$ cat config.mk
export PLATFORM = sky130hd
export DESIGN_NAME = seg7_scan_ctrl_flat
export DESIGN_NICKNAME = d
export VERILOG_FILES = /design/src/rtl/seg7_scan_ctrl_if.sv /design/src/rtl/seg7_scan_ctrl.sv /design/src/flat_wrapper.sv
export SDC_FILE = /design/constraint.sdc
export NUM_CORES = 1
export LEC_CHECK = 0
export ABC_AREA = 1
export CAP_MARGIN = 30
export CELL_PAD_IN_SITES_DETAIL_PLACEMENT = 2
export CELL_PAD_IN_SITES_GLOBAL_PLACEMENT = 2
export CORE_MARGIN = 5
export CORE_UTILIZATION = 34
export DETAILED_ROUTE_END_ITERATION = 6
export PLACE_DENSITY_LB_ADDON = 0.1
export RECOVER_POWER = 25
export SYNTH_ARGS = -nofsm -noshare
export SYNTH_HDL_FRONTEND = slang
export SYNTH_SLANG_ARGS = --single-unit
$ cat constraint.sdc
create_clock -name clk -period 4.3 [get_ports clk]
set_input_delay 0.43 -clock clk [delete_from_list [all_inputs] [get_ports clk]]
set_output_delay 0.43 -clock clk [all_outputs]
set_load 0.02 [all_outputs]
$ cat src/rtl/seg7_scan_ctrl_if.sv
// Load channel for the display word: valid/ready handshake.
// A word moves on a rising clk edge where load_valid & load_ready are both 1; the
// requester holds load_valid and load_data steady until that edge, and the
// receiver ignores load_data whenever load_ready is 0.
interface seg7_scan_ctrl_if;
    logic        load_valid;
    logic        load_ready;
    logic [15:0] load_data;

    modport master (output load_valid, output load_data, input load_ready);
    modport slave  (input load_valid, input load_data, output load_ready);
endinterface

$ cat src/rtl/seg7_scan_ctrl.sv
// Four-digit seven-segment scan controller with a one-deep pending word that is
// committed only at frame boundaries, so a frame never mixes old and new digits.
module seg7_scan_ctrl #(
    parameter int TICK_DIV     = 50000,
    parameter int BLANK_CYCLES = 4,
    parameter bit AN_ACT_LOW   = 1'b1,
    parameter bit SEG_ACT_LOW  = 1'b1
) (
    input  logic                    clk,
    input  logic                    rst_n,
    input  logic                    i_enable,
    input  logic [3:0]              i_dp_mask,
    input  logic                    i_blank_lz,
    seg7_scan_ctrl_if.slave         load_if,
    output logic [7:0]              o_seg,
    output logic [3:0]              o_an,
    output logic [1:0]              o_digit_idx,
    output logic                    o_frame_done,
    output logic [1:0]              o_dbg_state
);

    localparam int CW = (TICK_DIV > 1) ? $clog2(TICK_DIV) : 1;
    localparam logic [7:0] SEG_OFF = SEG_ACT_LOW ? 8'hFF : 8'h00;
    localparam logic [3:0] AN_OFF  = AN_ACT_LOW  ? 4'hF  : 4'h0;

    typedef enum logic [1:0] {
        ST_IDLE  = 2'd0,
        ST_GUARD = 2'd1,
        ST_DRIVE = 2'd2
    } state_t;

    // With no guard band a slot starts directly in DRIVE.
    localparam state_t SLOT_START = (BLANK_CYCLES == 0) ? ST_DRIVE : ST_GUARD;

    state_t        r_state, w_state_nx;
    logic [CW-1:0] r_cnt, w_cnt_nx;
    logic [1:0]    r_digit, w_digit_nx;
    logic [15:0]   r_disp;
    logic [15:0]   r_pend;
    logic          r_pend_full;
    logic [7:0]    r_seg;
    logic [3:0]    r_an;
    logic [1:0]    r_digit_idx;

    logic          w_frame_end;
    logic          w_accept;
    logic          w_commit;
    logic          w_drive;
    logic [3:0]    w_nib;
    logic          w_lz_blank;
    logic [7:0]    w_seg_ah;
    logic [3:0]    w_an_ah;

    function automatic logic [6:0] f_decode(input logic [3:0] nib);
        logic [6:0] s;
        case (nib)
            4'h0: s = 7'h3F;
            4'h1: s = 7'h06;
            4'h2: s = 7'h5B;
            4'h3: s = 7'h4F;
            4'h4: s = 7'h66;
            4'h5: s = 7'h6D;
            4'h6: s = 7'h7D;
            4'h7: s = 7'h07;
            4'h8: s = 7'h7F;
            4'h9: s = 7'h6F;
            4'hA: s = 7'h77;
            4'hB: s = 7'h7C;
            4'hC: s = 7'h39;
            4'hD: s = 7'h5E;
            4'hE: s = 7'h79;
            default: s = 7'h71;
        endcase
        return s;
    endfunction

    assign w_frame_end = (r_state == ST_DRIVE) && (r_cnt == CW'(TICK_DIV - 1)) && (r_digit == 2'd3);
    assign w_accept    = load_if.load_valid && !r_pend_full;
    assign w_commit    = r_pend_full && (w_frame_end || (r_state == ST_IDLE));

    always_comb begin
        w_state_nx = r_state;
        w_cnt_nx   = r_cnt;
        w_digit_nx = r_digit;
        if (!i_enable) begin
            w_state_nx = ST_IDLE;
            w_cnt_nx   = '0;
            w_digit_nx = 2'd0;
        end else begin
            case (r_state)
                ST_IDLE: begin
                    w_state_nx = SLOT_START;
                    w_cnt_nx   = '0;
                    w_digit_nx = 2'd0;
                end
                ST_GUARD: begin
                    w_cnt_nx = r_cnt + 1'b1;
                    if (r_cnt == CW'(BLANK_CYCLES - 1)) begin
                        w_state_nx = ST_DRIVE;
                    end
                end
                ST_DRIVE: begin
                    if (r_cnt == CW'(TICK_DIV - 1)) begin
                        w_cnt_nx   = '0;
                        w_digit_nx = r_digit + 2'd1;
                        w_state_nx = SLOT_START;
                    end else begin
                        w_cnt_nx = r_cnt + 1'b1;
                    end
                end
                default: begin
                    w_state_nx = ST_IDLE;
                    w_cnt_nx   = '0;
                    w_digit_nx = 2'd0;
                end
            endcase
        end
    end

    // A digit is a leading zero when it and every digit above it are zero.
    assign w_nib      = r_disp[{r_digit, 2'b00} +: 4];
    assign w_lz_blank = i_blank_lz && (r_digit != 2'd0) && ((r_disp >> {r_digit, 2'b00}) == 16'd0);
    assign w_drive    = i_enable && (r_state == ST_DRIVE);
    assign w_seg_ah   = w_drive ? {i_dp_mask[r_digit], (w_lz_blank ? 7'd0 : f_decode(w_nib))} : 8'd0;
    assign w_an_ah    = w_drive ? (4'd1 << r_digit) : 4'd0;

    always_ff @(posedge clk) begin
        if (!rst_n) begin
            r_state     <= ST_IDLE;
            r_cnt       <= '0;
            r_digit     <= 2'd0;
            r_disp      <= 16'd0;
            r_pend      <= 16'd0;
            r_pend_full <= 1'b0;
            r_seg       <= SEG_OFF;
            r_an        <= AN_OFF;
            r_digit_idx <= 2'd0;
        end else begin
            r_state     <= w_state_nx;
            r_cnt       <= w_cnt_nx;
            r_digit     <= w_digit_nx;
            r_seg       <= w_seg_ah ^ SEG_OFF;
            r_an        <= w_an_ah ^ AN_OFF;
            r_digit_idx <= r_digit;
            if (w_commit) begin
                r_disp      <= r_pend;
                r_pend_full <= 1'b0;
            end
            if (w_accept) begin
                r_pend      <= load_if.load_data;
                r_pend_full <= 1'b1;
            end
        end
    end

    assign load_if.load_ready = !r_pend_full;
    assign o_seg              = r_seg;
    assign o_an               = r_an;
    assign o_digit_idx        = r_digit_idx;
    assign o_frame_done       = w_frame_end;
    assign o_dbg_state        = r_state;

endmodule

$ cat src/flat_wrapper.sv
// flat-port wrapper written by rule: the top's interface ports become plain ports
module seg7_scan_ctrl_flat 
#(
    parameter int TICK_DIV     = 50000,
    parameter int BLANK_CYCLES = 4,
    parameter bit AN_ACT_LOW   = 1'b1,
    parameter bit SEG_ACT_LOW  = 1'b1
)
  (clk, rst_n, i_enable, i_dp_mask, i_blank_lz, o_seg, o_an, o_digit_idx, o_frame_done, o_dbg_state, load_if_load_valid, load_if_load_data, load_if_load_ready);
  seg7_scan_ctrl_if load_if_i ();
  input  logic clk;
  input  logic rst_n;
  input  logic i_enable;
  input  logic [3:0] i_dp_mask;
  input  logic i_blank_lz;
  output logic [7:0] o_seg;
  output logic [3:0] o_an;
  output logic [1:0] o_digit_idx;
  output logic o_frame_done;
  output logic [1:0] o_dbg_state;
  input wire logic [$bits(load_if_i.load_valid)-1:0] load_if_load_valid;
  input wire logic [$bits(load_if_i.load_data)-1:0] load_if_load_data;
  output wire logic [$bits(load_if_i.load_ready)-1:0] load_if_load_ready;
  assign load_if_i.load_valid = load_if_load_valid;
  assign load_if_i.load_data = load_if_load_data;
  assign load_if_load_ready = load_if_i.load_ready;
  seg7_scan_ctrl #(.TICK_DIV(TICK_DIV), .BLANK_CYCLES(BLANK_CYCLES), .AN_ACT_LOW(AN_ACT_LOW), .SEG_ACT_LOW(SEG_ACT_LOW)) u_core (.clk(clk), .rst_n(rst_n), .i_enable(i_enable), .i_dp_mask(i_dp_mask), .i_blank_lz(i_blank_lz), .load_if(load_if_i), .o_seg(o_seg), .o_an(o_an), .o_digit_idx(o_digit_idx), .o_frame_done(o_frame_done), .o_dbg_state(o_dbg_state));
endmodule
==> out/metrics.cfg <==
[worst_setup_path]
cp_top_family=buffers and inverters
reg2reg_depth=11
cp_num_buf_inv=2
path_class=primary input to flip-flop
r2r_slack_ns=1.68
worst-path-stages=6
path_common_cell=sky130_fd_sc_hd__nand2_1
cpMaxStageDelayCell=sky130_fd_sc_hd__clkbuf_1
arrival_time_at_the_worst_endpoint_ns=3.38
worstReg2RegEnd=u_core.o_seg[0]$_SDFF_PN1_
critical_path.cell_chain=dlygate4sd3_1, clkbuf_1, nand2_1, nor2_1, a21boi_1, nand2_1
critPathRequiredTime_ns=4.52
r2r-start=u_core.r_digit[0]$_SDFFE_PN0P_
critPathMaxStageDelay_ns=1.05
worst_setup_path_start_kind=primary input
cp_capture_type=flip-flop
worst-path-max-fanout=36

[timing]
final_max_slew_viol_count=0
period_minus_slack_ns=3.158
setup_viol=0
worst_slew_margin_rel_pct=3.332
max_freq_mhz=316.7
finalHoldViolCount=0
timing.setup.tns_ns=0
worst_clock_skew_ns=0.006736
crit_share_post_route_pct=73.44
rsz0062_at_grt=false
slew_at_the_pin_closest_to_its_max_slew_limit_ns=1.450
postLayoutSetupSlackWorst_ns=1.142

[power]
ir_worst_vdd_mv=0.1321
power_leakage_nw=1.598
power_density_nw_per_um2=357.2

[run]
max-cap-violations=0

[logic_synthesis]
postSynth.asyncResetShare_pct=0
synthSimpleGateAreaFrac_pct=32.55
yosys_most_used_dff=sky130_fd_sc_hd__dfxtp_1
synth_fp_nets=513
synth-adder-area-share_pct=5.474
synthesis.area_per_instance_um2=7.248
ff_latch_count_synth=67
main_combinational_cell_family_by_area_after_synthesis=simple AND/OR/NAND/NOR gates
syn_inst=473
synth_seq_area_share_pct=39.12
post_synth_mux_area_share_pct=0
yosysUniqueCellTypes=32
yosys_warnings=0
synth_edf_count=0
synth_xor_area_share_pct=2.810
synth_compound_gate_area_share_pct=10.22
synth_area_um2=3428

[global_routing]
via_count_of_the_first_global_routing_pass=3396
groute.usage.overall_pct=16.23
antenna_found_initial=0
grt_start_max_net_pins=37
grt_pass1_wl_um=16620
globalRoute.totalOverflow=0

[clock_network]
worst_skew_pair.late_latency_ns=0.35
cts_buffer_depth=2
clock_tree.htree_level_count=3
cts.reportedPaths.clkPinSlew_ns=0.07
post_cts_hold_buffer_count=0
post_cts_repair_setup_buffers=0
cts_buffers=9
cts_sinks=67
clk_root_buffer_cell=sky130_fd_sc_hd__clkbuf_8
cts_resizes=0
cts_tree=yes

[detailed_routing]
routed-via-count=3138
wl_per_cell_um=14.52
vias_per_cell=4.865
ant_nets=0
totalWireLength_um=9364
post-route-drc-count=0
detailedRoute.firstIterationViolations=116
firstDrtPassIters=4

[floorplanning]
io-pin-count=43
fp.coreArea_um2=9819
starting_density_of_the_core_pct=34.91
rows=36
die_area_um2=12190
horizontal_extent_of_the_die_um=110.4
floorplan.die.height_um=110.4

[placement]
last_weighted_congestion_value_of_the_routability_driven_placer=0.8102
dp_hpwl_um=6871
preCtsSetupSlack_ns=1.725
io_buffers=42

[finish]
final_common_cell=sky130_fd_sc_hd__nand2_1
drive_above_1_share_pct=8.594
diodes=0
fin_util_pct=41.50
area_growth_pct=18.87
nNetsFinal=547
fillerInstances=1203
mostFrequentLayoutCells=102 x sky130_fd_sc_hd__nand2_1, 67 x sky130_fd_sc_hd__dfxtp_1, 60 x sky130_fd_sc_hd__nor2_1

[worst_hold_path]
start_point_of_the_worst_min_delay_path=u_core.r_pend[4]$_SDFFE_PN0P_
hold_end=u_core.r_pend[4]$_SDFFE_PN0P_
worstHoldPathType=flip-flop to flip-flop
holdPathStages=2

[run_status]
status=completed

-- area by class of cell --
type / instances / area [um^2] / share of cell area [%]
Clock buffer: 12 / 165.2 / 4.053
Clock inverter: 4 / 47.55 / 1.167
Inverter: 46 / 175.2 / 4.298
Multi-Input combinational cell: 339 / 1748 / 42.89
Sequential cell: 67 / 1341 / 32.91
Tap cell: 133 / 166.4 / 4.084
Timing Repair Buffer: 44 / 431.7 / 10.59
-- report_power, final --
group	switching (mW)	internal (mW)	leakage (nW)
clock network	0.254	0.314	0.108
registers	0.0196	0.651	0.547
logic	0.135	0.0828	0.942
total	0.409	1.05	1.60
-- routing by layer --
metal	vias up	track usage, %	share of wire (%)
met1	1495	22.27	52
met4	0	5.172	1.3
met3	13	3.501	2.9
li1	1578	-	-
met2	52	25.32	44
met5	-	0	0
-- per-stage QoR --
stage	hold WS [ns]	area [um^2]	std cells	total power, mW
final	0.4596	4075	645	1.456
after global routing	0.4942	4075	645	1.537
after CTS	0.4651	4081	645	1.479
after detailed placement	0.4517	3869	629	0.9045
after global placement	0.4283	3869	629	0.8945
after floorplan	0.4176	3428	473	0.8371
-- sequential cells by signal (all words and copies together), names as in the netlist --
register,cells
u_core.o_dbg_state,2
u_core.o_digit_idx,2
u_core.o_seg,8
u_core.o_an,4
u_core.r_cnt,16
u_core.r_pend,16
u_core.r_pend_full,1
u_core.r_digit,2
u_core.r_disp,16
-- logic make-up after synthesis --
family | count (synthesis)
AND/OR/NAND/NOR | 245
AO/OA/AOI/OAI | 68
buffers and inverters | 67
flip-flops | 67
adder cells (fa/ha/maj) | 15
XOR/XNOR | 11
-- worst max path at each step --
stage / startpoint / end
6_report: rst_n / u_core.o_seg[3]$_SDFF_PN1_
5_1_grt: rst_n / u_core.o_seg[3]$_SDFF_PN1_
4_1_cts: u_core.r_digit[0]$_SDFFE_PN0P_ / o_frame_done
3_5_place_dp: u_core.r_digit[0]$_SDFFE_PN0P_ / u_core.o_seg[0]$_SDFF_PN1_
3_3_place_gp: u_core.r_digit[0]$_SDFFE_PN0P_ / o_frame_done
2_1_floorplan: u_core.o_dbg_state[1]$_SDFFE_PN0P_ / o_frame_done
-- tightest hold or removal path: stages (launching register included) --
cell and delay [ns]:
sky130_fd_sc_hd__dfxtp_1 0.30, sky130_fd_sc_hd__inv_1 0.06, sky130_fd_sc_hd__a21oi_1 0.06
-- cell usage after synthesis (4+ instances only) --
master / count / area, um^2
sky130_fd_sc_hd__xnor2_1: 4 / 35.03
sky130_fd_sc_hd__nor2_1: 59 / 221.5
sky130_fd_sc_hd__o21ai_0: 20 / 100.1
sky130_fd_sc_hd__nand2_2: 4 / 25.02
sky130_fd_sc_hd__dfxtp_1: 67 / 1341
sky130_fd_sc_hd__xor2_1: 7 / 61.31
sky130_fd_sc_hd__inv_1: 45 / 168.9
sky130_fd_sc_hd__ha_1: 15 / 187.7
sky130_fd_sc_hd__buf_2: 6 / 30.03
sky130_fd_sc_hd__buf_6: 4 / 45.04
sky130_fd_sc_hd__nand3_1: 48 / 240.2
sky130_fd_sc_hd__nor2_2: 13 / 81.33
sky130_fd_sc_hd__a21oi_1: 41 / 205.2
sky130_fd_sc_hd__nand4_1: 7 / 43.79
sky130_fd_sc_hd__nand2_1: 102 / 382.9
No activity file was read; power rests on OpenSTA's default activity.
